$ cat src/rtl/led_pattern_sched_if.sv
// ============================================================================
// Module      : led_pattern_sched_if
// Description : Two-requester pattern command handshake bundle.
// Revision    : 1.0 - initial release
// ============================================================================
`default_nettype none

interface led_pattern_sched_if;
  logic       req_a_valid;
  logic [1:0] req_a_mode;
  logic       req_a_ready;
  logic       req_b_valid;
  logic [1:0] req_b_mode;
  logic       req_b_ready;

  modport master (
    output req_a_valid, req_a_mode, req_b_valid, req_b_mode,
    input  req_a_ready, req_b_ready
  );

  modport slave (
    input  req_a_valid, req_a_mode, req_b_valid, req_b_mode,
    output req_a_ready, req_b_ready
  );
endinterface

`default_nettype wire

$ cat src/rtl/led_pattern_sched.sv
// ============================================================================
// Module      : led_pattern_sched
// Description : Round-robin pattern command arbiter and LED pattern sequencer.
// Revision    : 1.0 - initial release
// ============================================================================
`default_nettype none

module led_pattern_sched #(
  parameter int TICK_DIV  = 10_000_000,
  parameter int RUN_STEPS = 8,
  parameter int LED_W     = 4
) (
  input  wire logic               sys_clk,
  input  wire logic               sys_rst,
  led_pattern_sched_if.slave      req,
  input  wire logic               stop,
  output logic [LED_W-1:0]        led,
  output logic                    busy,
  output logic [1:0]              cur_mode
);

  localparam int TW = $clog2(TICK_DIV);
  localparam int SW = $clog2(RUN_STEPS + 1);

  localparam logic [TW-1:0]    TICK_LAST = TW'(TICK_DIV - 1);
  localparam logic [SW-1:0]    STEP_LAST = SW'(RUN_STEPS);
  localparam logic [LED_W-1:0] LED_ONE   = {{(LED_W-1){1'b0}}, 1'b1};

  localparam logic [1:0] MODE_SHIFT  = 2'd0;
  localparam logic [1:0] MODE_BOUNCE = 2'd1;
  localparam logic [1:0] MODE_BLINK  = 2'd2;
  localparam logic [1:0] MODE_OFF    = 2'd3;

  localparam logic DIR_LEFT  = 1'b0;
  localparam logic DIR_RIGHT = 1'b1;

  typedef enum logic [0:0] {
    S_IDLE = 1'b0,
    S_RUN  = 1'b1
  } state_t;

  state_t            state_q, state_d;
  logic              last_b_q, last_b_d;
  logic              dir_q, dir_d;
  logic [TW-1:0]     tick_q, tick_d;
  logic [SW-1:0]     step_q, step_d;
  logic [LED_W-1:0]  led_q, led_d;
  logic [1:0]        mode_q, mode_d;

  logic              grant_a, grant_b, accept;
  logic [1:0]        sel_mode;
  logic [SW-1:0]     step_inc;
  logic [LED_W-1:0]  led_next, shl, shr;

  // On a tie the requester not granted last wins.
  assign grant_a  = req.req_a_valid & (~req.req_b_valid | last_b_q);
  assign grant_b  = req.req_b_valid & (~req.req_a_valid | ~last_b_q);
  assign req.req_a_ready = (state_q == S_IDLE) & ~sys_rst & grant_a;
  assign req.req_b_ready = (state_q == S_IDLE) & ~sys_rst & grant_b;
  assign accept   = (state_q == S_IDLE) & (grant_a | grant_b);
  assign sel_mode = grant_b ? req.req_b_mode : req.req_a_mode;

  assign step_inc = step_q + 1'b1;
  assign shl      = led_q << 1;
  assign shr      = led_q >> 1;

  always_comb begin
    led_next = led_q;
    case (mode_q)
      MODE_SHIFT:  led_next = {led_q[LED_W-2:0], led_q[LED_W-1]};
      MODE_BOUNCE: led_next = (dir_q == DIR_LEFT) ? shl : shr;
      MODE_BLINK:  led_next = ~led_q;
      default:     led_next = led_q;
    endcase
  end

  always_comb begin
    state_d  = state_q;
    last_b_d = last_b_q;
    dir_d    = dir_q;
    tick_d   = tick_q;
    step_d   = step_q;
    led_d    = led_q;
    mode_d   = mode_q;

    case (state_q)
      S_IDLE: begin
        if (accept) begin
          mode_d   = sel_mode;
          last_b_d = grant_b;
          tick_d   = '0;
          step_d   = '0;
          case (sel_mode)
            MODE_SHIFT, MODE_BOUNCE: begin
              led_d   = LED_ONE;
              dir_d   = DIR_LEFT;
              state_d = S_RUN;
            end
            MODE_BLINK: begin
              led_d   = '1;
              state_d = S_RUN;
            end
            default: led_d = '0;
          endcase
        end
      end

      S_RUN: begin
        if (stop) begin
          state_d = S_IDLE;
          led_d   = '0;
          tick_d  = '0;
          step_d  = '0;
        end else if (tick_q == TICK_LAST) begin
          tick_d = '0;
          step_d = step_inc;
          led_d  = led_next;
          // Bounce reverses once the lit bit reaches either end.
          if (mode_q == MODE_BOUNCE) begin
            if (dir_q == DIR_LEFT && shl[LED_W-1]) dir_d = DIR_RIGHT;
            if (dir_q == DIR_RIGHT && shr[0])      dir_d = DIR_LEFT;
          end
          if (step_inc == STEP_LAST) state_d = S_IDLE;
        end else begin
          tick_d = tick_q + 1'b1;
        end
      end

      default: state_d = S_IDLE;
    endcase
  end

  always_ff @(posedge sys_clk or posedge sys_rst) begin
    if (sys_rst) begin
      state_q  <= S_IDLE;
      last_b_q <= 1'b1;
      dir_q    <= DIR_LEFT;
      tick_q   <= '0;
      step_q   <= '0;
      led_q    <= '0;
      mode_q   <= MODE_OFF;
    end else begin
      state_q  <= state_d;
      last_b_q <= last_b_d;
      dir_q    <= dir_d;
      tick_q   <= tick_d;
      step_q   <= step_d;
      led_q    <= led_d;
      mode_q   <= mode_d;
    end
  end

  assign led      = led_q;
  assign busy     = (state_q == S_RUN);
  assign cur_mode = mode_q;

endmodule

`default_nettype wire

$ cat src/flat_wrapper.sv
// flat-port wrapper written by rule: the top's interface ports become plain ports
module led_pattern_sched_flat 
#(
  parameter int TICK_DIV  = 10_000_000,
  parameter int RUN_STEPS = 8,
  parameter int LED_W     = 4
)
  (sys_clk, sys_rst, stop, led, busy, cur_mode, req_req_a_valid, req_req_a_mode, req_req_b_valid, req_req_b_mode, req_req_a_ready, req_req_b_ready);
  led_pattern_sched_if req_i ();
  input  wire logic sys_clk;
  input  wire logic sys_rst;
  input  wire logic stop;
  output logic [LED_W-1:0] led;
  output logic busy;
  output logic [1:0] cur_mode;
  input wire logic [$bits(req_i.req_a_valid)-1:0] req_req_a_valid;
  input wire logic [$bits(req_i.req_a_mode)-1:0] req_req_a_mode;
  input wire logic [$bits(req_i.req_b_valid)-1:0] req_req_b_valid;
  input wire logic [$bits(req_i.req_b_mode)-1:0] req_req_b_mode;
  output wire logic [$bits(req_i.req_a_ready)-1:0] req_req_a_ready;
  output wire logic [$bits(req_i.req_b_ready)-1:0] req_req_b_ready;
  assign req_i.req_a_valid = req_req_a_valid;
  assign req_i.req_a_mode = req_req_a_mode;
  assign req_i.req_b_valid = req_req_b_valid;
  assign req_i.req_b_mode = req_req_b_mode;
  assign req_req_a_ready = req_i.req_a_ready;
  assign req_req_b_ready = req_i.req_b_ready;
  led_pattern_sched #(.TICK_DIV(TICK_DIV), .RUN_STEPS(RUN_STEPS), .LED_W(LED_W)) u_core (.sys_clk(sys_clk), .sys_rst(sys_rst), .req(req_i), .stop(stop), .led(led), .busy(busy), .cur_mode(cur_mode));
endmodule
$ cat config.mk
export PLATFORM = sky130hd
export DESIGN_NAME = led_pattern_sched_flat
export DESIGN_NICKNAME = d
export VERILOG_FILES = /design/src/rtl/led_pattern_sched_if.sv /design/src/rtl/led_pattern_sched.sv /design/src/flat_wrapper.sv
export SDC_FILE = /design/constraint.sdc
export NUM_CORES = 1
export LEC_CHECK = 0
export CORE_MARGIN = 2
export CORE_UTILIZATION = 45
export DETAILED_ROUTE_END_ITERATION = 10
export PLACE_DENSITY_LB_ADDON = 0.25
export SKIP_CTS_REPAIR_TIMING = 1
export SLEW_MARGIN = 15
export SYNTH_ARGS = -nofsm -noshare
export SYNTH_HDL_FRONTEND = slang
export SYNTH_SLANG_ARGS = --single-unit
$ cat constraint.sdc
create_clock -name sys_clk -period 3.45 [get_ports sys_clk]
set_input_delay 0.5175 -clock sys_clk [delete_from_list [all_inputs] [get_ports sys_clk]]
set_output_delay 0.5175 -clock sys_clk [all_outputs]
set_load 0.02 [all_outputs]
==> flow_summary_export.csv, run 1 <==
group,metric,value,unit
sta,period_share,0.7914,
hold_path,hold_class,"register to register",
synthesis,ys_ff_latch,37,
grt,grt_overflow,0,
grt,top_usage_layer,"met2",
floorplanning,core,4723,um^2
clock_tree,cts_htree_levels,2,
grt,grt_max_degree,38,
routing,vias,1968,
sta,setup_viol,0,
floorplanning,die_width,74.21,um
power,p_leak,1.063,nW
worst_setup_path,start_kind,"input pin",
place,place.gp.congestion,0.8705,
worst_setup_path,worstPathArrival,2.21,ns
worst_setup_path,critical_path_buf_inv_count,3,
layout,diodes,0,
layout,drive_gt1_frac,0.08961,
sta,relSlewSlack,0.4205,
grt,grt_pass1_vias,1782,
job,cap_viol_max_count,0,
place,numPortBuffers,17,
synthesis,synthesis.nets,271,
floorplanning,rows,25,
routing,firstDrtPassIters,4,
synthesis,ys.flop_type,"dfrtp_1",
synthesis,netlist_area,2218,um^2
sta,worst_pin_slew,0.8612,ns
routing,postRouteAntennaNets,0,
power,vdd_drop_max,0.0002139,V
grt,antenna_found_initial,0,
floorplanning,initial_core_util,0.4697,
sta,finalHoldViolations,0,
floorplanning,die_area,5507,um^2
worst_setup_path,cp_max_fo,7,
floorplanning,die_h,74.21,um
grt,grt_use_total,0.1951,
clock_tree,clk_latency,0.28,ns
synthesis,async_flop_share,1.000,
worst_setup_path,critPathKind,"input pin to primary output",
synthesis,synth_cell_type_count,51,
clock_tree,cts_max_path_buffers,2,
synthesis,synth_edf_count,0,
worst_setup_path,critPathRequiredTime,2.93,ns
worst_setup_path,crit_top_cell,"clkdlybuf4s50_1",
worst_setup_path,critPathMaxStageDelay,0.63,ns
routing,routed_via_density,5.688,
clock_tree,cts_tree,"done",
floorplanning,design.portCount,18,
sta,slew_violations,0,
place,pre_cts_ws,0.7094,ns
sta,skew,0.004038,ns
worst_setup_path,cp-end-kind,"primary output",
sta,fin_setup_tns,0,ns
worst_setup_path,slowest_stage,"clkdlybuf4s50_1",
grt,globalRouteMet1Util,0.2809,
layout,mostFrequentLayoutCells,"nand2_1 (34), dfrtp_1 (34), a21oi_1 (19)",
clock_tree,cts.reportedPaths.clkPinSlew,0.07,ns
sta,setup_ws,0.7198,ns
place,dp_hpwl,3339,um
routing,route.detailed.drc,0,
grt,grtUsageMet3,0.04065,
synthesis,ys_warn_count,0,
power,p_per_area,498.2,nW/um^2
layout,synthToLayoutAreaGrowth,16.64,%
synthesis,synth_top_area_cell,"dfrtp_1",
layout,final_area,2587,um^2
sta,layout_min_cycle_time,2.730,ns
routing,wirelength,4894,um
synthesis,netlist.area_leader.share,0.3835,
synthesis,synth_seq_area_share,0.4191,
worst_setup_path,path_delay_family,"buffers and inverters",
routing,initialDrtViolationCount,129,
layout,nNetsFinal,293,
routing,wl_per_cell,14.14,um
clock_tree,cts_buffers,5,
synthesis,avgSynthCellArea,8.666,um^2
grt,met2_usage,0.3075,
synthesis,synth_area_leaders,"dfrtp_1 (38%), nand2_1 (5.8%), a31oi_1 (5.1%)",
clock_tree,cts_sinks,37,
sta,rsz0062_at_grt,"no",
place,postPlaceCellArea,2486,um^2
layout,fillers,459,
synthesis,synth_cells,256,
grt,grt_first_pass_wirelength,8369,um
worst_setup_path,cp_cell_sequence,"clkdlybuf4s50_1, a21boi_1, buf_4, nor3b_1, clkdlybuf4s50_1",
run_status,status,"completed",
clock_tree,cts-root-buf,"clkbuf_8",
sta,max_freq,0.3663,GHz
metrics by stage:
stage | hold WS (ns) | power, mW | std cells | utilization
global route | 0.4943 | 1.374 | 346 | 0.5478
finish | 0.4779 | 1.289 | 346 | 0.5478
global placement | 0.4622 | 0.9647 | 338 | 0.5264
floorplan | 0.4359 | 0.8165 | 256 | -
detailed placement | 0.4639 | 0.9681 | 338 | 0.5264
CTS | 0.4757 | 1.300 | 346 | 0.5478
final cells by class:
type / count / area, um^2 / area share
clock inverter: 1 / 5.005 / 0.001934
clock buffer: 7 / 96.34 / 0.03723
timing repair buffer: 22 / 207.7 / 0.08027
inverter: 14 / 52.55 / 0.02031
sequential: 37 / 929.6 / 0.3593
tap: 67 / 83.83 / 0.03240
multi-input combinational: 198 / 1212 / 0.4686
flip-flops by register name, indices dropped and copies added, names as in the netlist:
register / flops
u_core.busy: 1
u_core.cur_mode: 2
u_core.dir_q: 1
u_core.last_b_q: 1
u_core.led: 4
u_core.step_q: 4
u_core.tick_q: 24
cell usage after synthesis (all sizes together) (2+ instances only):
cell / count
nand4: 5
o21ai: 17
nor3: 8
o22a: 3
nand2: 34
a21oi: 20
nor2: 12
nor4: 6
and3: 5
clkbuf: 5
nor3b: 2
buf: 2
or4: 2
dfrtp: 34
nand3: 16
a22oi: 2
and2: 2
dfstp: 3
inv: 14
nand2b: 4
ha: 6
o21a: 3
a41oi: 2
nor4b: 3
o211ai: 3
a31oi: 18
o22ai: 4
mux2i: 4
power breakdown:
group | switching [mW] | internal, mW
combinational | 0.243 | 0.173
sequential | 0.0546 | 0.487
clock | 0.150 | 0.181
layer usage:
| layer | wire, um | share of wire | vias up |
|---|---|---|---|
| li1 | - | - | 1007 |
| met1 | 2446 | 0.50 | 924 |
| met2 | 2241 | 0.46 | 32 |
| met3 | 168 | 0.034 | 5 |
| met4 | 37 | 0.0076 | 0 |
| met5 | 0 | 0 | - |
worst paths after layout:
kind | startpoint | to | slack, ns | depth (start not counted)
max | req_req_b_valid | req_req_b_ready | 0.72 | 5
min | u_core.tick_q[12]$_DFFE_PP0P_ | u_core.tick_q[12]$_DFFE_PP0P_ | 0.48 | 1
max reg2reg | u_core.tick_q[16]$_DFFE_PP0P_ | u_core.dir_q$_DFFE_PP0P_ | 0.88 | 5
min reg2reg | u_core.tick_q[12]$_DFFE_PP0P_ | u_core.tick_q[12]$_DFFE_PP0P_ | 0.48 | 1
max in group asynchronous | sys_rst | u_core.last_b_q$_DFFE_PP1P_ | 2.38 | 3
min in group asynchronous | sys_rst | u_core.dir_q$_DFFE_PP0P_ | 0.71 | 3
cell families after synthesis:
| group | share of synthesized area |
|---|---|
| AND/OR/NAND/NOR | 0.2549 |
| AO/OA/AOI/OAI | 0.2341 |
| flip-flops | 0.4191 |
| buffers and inverters | 0.03609 |
| adder cells (fa/ha/maj) | 0.03384 |
| multiplexers | 0.01805 |
| XOR/XNOR | 0.003949 |
Note: power is estimated with default switching activity, not from simulation.
==> run 2: changes to the inputs <==
- clock period: 3.45 -> 2.2 ns (I/O delays scaled with it)
==> run 2 against run 1 <==
Wire length up 11%; first-iteration DRC count down 35%; power up 62%; via count up 5.1%; sequential cell count unchanged; worst hold slack about the same; global-route usage up 1.8 points; sequential share of layout area down 2.1 points; critical endpoint is now u_core.led[0]$_DFFE_PP0P_; largest cell class unchanged; largest power group unchanged.
==> flow_summary_export.csv, run 2 (synthesized netlist as in run 1, its figures left out) <==
group,metric,value,unit
run_status,status,"completed",
sta,worst_pin_slew,0.5964,ns
layout,regMostFlops,"u_core.tick_q",
floorplanning,die_area,5507,um^2
grt,grt_use_total,0.2126,
layout,mostFrequentLayoutCells,"nand2_1 (34), dfrtp_1 (34), buf_4 (22)",
sta,skew,0.008497,ns
layout,fillers,418,
sta,period_share,0.9874,
sta,slew_violations,0,
routing,route.detailed.drc,0,
sta,rsz0062_at_grt,"yes",
layout,finalNonFillerCells,364,
clock_tree,cts-root-buf,"clkbuf_8",
worst_setup_path,cp_max_fo,5,
routing,initialDrtViolationCount,84,
job,cap_viol_max_count,0,
clock_tree,clk_latency,0.29,ns
layout,synthToLayoutAreaGrowth,23.91,%
floorplanning,die_width,74.21,um
sta,max_freq,0.4603,GHz
place,dp_hpwl,3802,um
place,numPortBuffers,17,
worst_setup_path,start_kind,"register",
worst_setup_path,critPathKind,"register to register",
power,power,2.090,mW
floorplanning,core,4723,um^2
routing,wirelength,5455,um
floorplanning,rows,25,
layout,nNetsFinal,311,
sta,setup_viol,0,
layout,multi_input_area,1224,um^2
sta,relSlewSlack,0.5987,
place,placed_cells,356,
grt,grt_overflow,0,
power,vdd_drop_max,0.0004159,V
clock_tree,cts_sinks,37,
clock_tree,cts_buffers,5,
routing,postRouteAntennaNets,0,
clock_tree,cts.reportedPaths.clkPinSlew,0.07,ns
worst_setup_path,worstPathArrival,2.34,ns
grt,grt_first_pass_wirelength,9025,um
grt,grt_pass1_vias,1967,
layout,drive_gt1_frac,0.1549,
routing,routed_via_density,5.684,
floorplanning,initial_core_util,0.4697,
floorplanning,die_h,74.21,um
routing,vias,2069,
layout,seqCellArea,929.6,um^2
clock_tree,cts_tree,"done",
power,p_leak,1.173,nW
worst_setup_path,cp-end-kind,"register",
layout,diodes,0,
routing,firstDrtPassIters,4,
sta,finalHoldViolations,0,
layout,largest_reg_flops,24,
routing,wl_per_cell,14.99,um
hold_path,hold_class,"register to register",
grt,antenna_found_initial,0,
clock_tree,cts_htree_levels,2,
worst_setup_path,critPathRequiredTime,2.37,ns
place,place.gp.congestion,0.8179,
floorplanning,design.portCount,18,
grt,grt_max_degree,38,
clock_tree,cts_max_path_buffers,2,
sta,hold_ws,0.4783,ns
power,p_per_area,760.4,nW/um^2
sta,layout_min_cycle_time,2.172,ns
[run 2: cell types whose count changed in the layout (fill, tap and decap cells not counted)]
cell             delta
buf_4              +17
a21oi_1             -3
a21oi_2             +3
buf_12              +1
clkdlybuf4s50_1     -1
dlymetal6s2s_1      +1
[run 2: per-stage QoR]
stage                     utilization  setup WS [ns]  TNS, ns  area [um^2]
after global routing           0.5820       -0.07261  -0.7697         2749
after CTS                      0.5791        0.02555        0         2735
after global placement         0.5576        0.05892        0         2634
final                          0.5820        0.02766        0         2749
after detailed placement       0.5576        0.03212        0         2634
after floorplan                     -       0.008779        0         2218
[run 2: worst paths after layout]
path	startpoint	end	slack, ns	depth (start not counted)
max	u_core.tick_q[17]$_DFFE_PP0P_	u_core.led[0]$_DFFE_PP0P_	0.03	5
max reg2reg	u_core.tick_q[17]$_DFFE_PP0P_	u_core.led[0]$_DFFE_PP0P_	0.03	5
min in group asynchronous	sys_rst	u_core.dir_q$_DFFE_PP0P_	0.52	3
max in group asynchronous	sys_rst	u_core.last_b_q$_DFFE_PP1P_	1.31	3
min	u_core.tick_q[12]$_DFFE_PP0P_	u_core.tick_q[12]$_DFFE_PP0P_	0.48	1
min reg2reg	u_core.tick_q[12]$_DFFE_PP0P_	u_core.tick_q[12]$_DFFE_PP0P_	0.48	1
[run 2: layout make-up]
class	instances	area share
Clock buffer	7	0.03505
Clock inverter	1	0.001821
Inverter	14	0.01912
Multi-Input combinational cell	198	0.4452
Sequential cell	37	0.3382
Tap cell	67	0.03050
Timing Repair Buffer	40	0.1302
[run 2: worst max-delay path, stage by stage, from the launching register on]
cell	delay, ns
dfrtp_1	0.38
or4b_4	0.53
or4_4	0.48
nor4_4	0.27
a21oi_1	0.11
o32a_1	0.29
[run 2: routing by layer]
layer  wire length, um  share of wire  global-route usage
met1              2564           0.47              0.2765
met3               177          0.032             0.03794
met4                97          0.018             0.08333
met2              2615           0.48              0.3542
met5                 0              0                   0
[run 2: report_power, final]
part / switching, mW / total [mW] / leakage [nW] / internal (mW)
clock network: 0.237 / 0.521 / 0.0542 / 0.283
registers: 0.0882 / 0.852 / 0.497 / 0.764
logic: 0.410 / 0.718 / 0.622 / 0.308
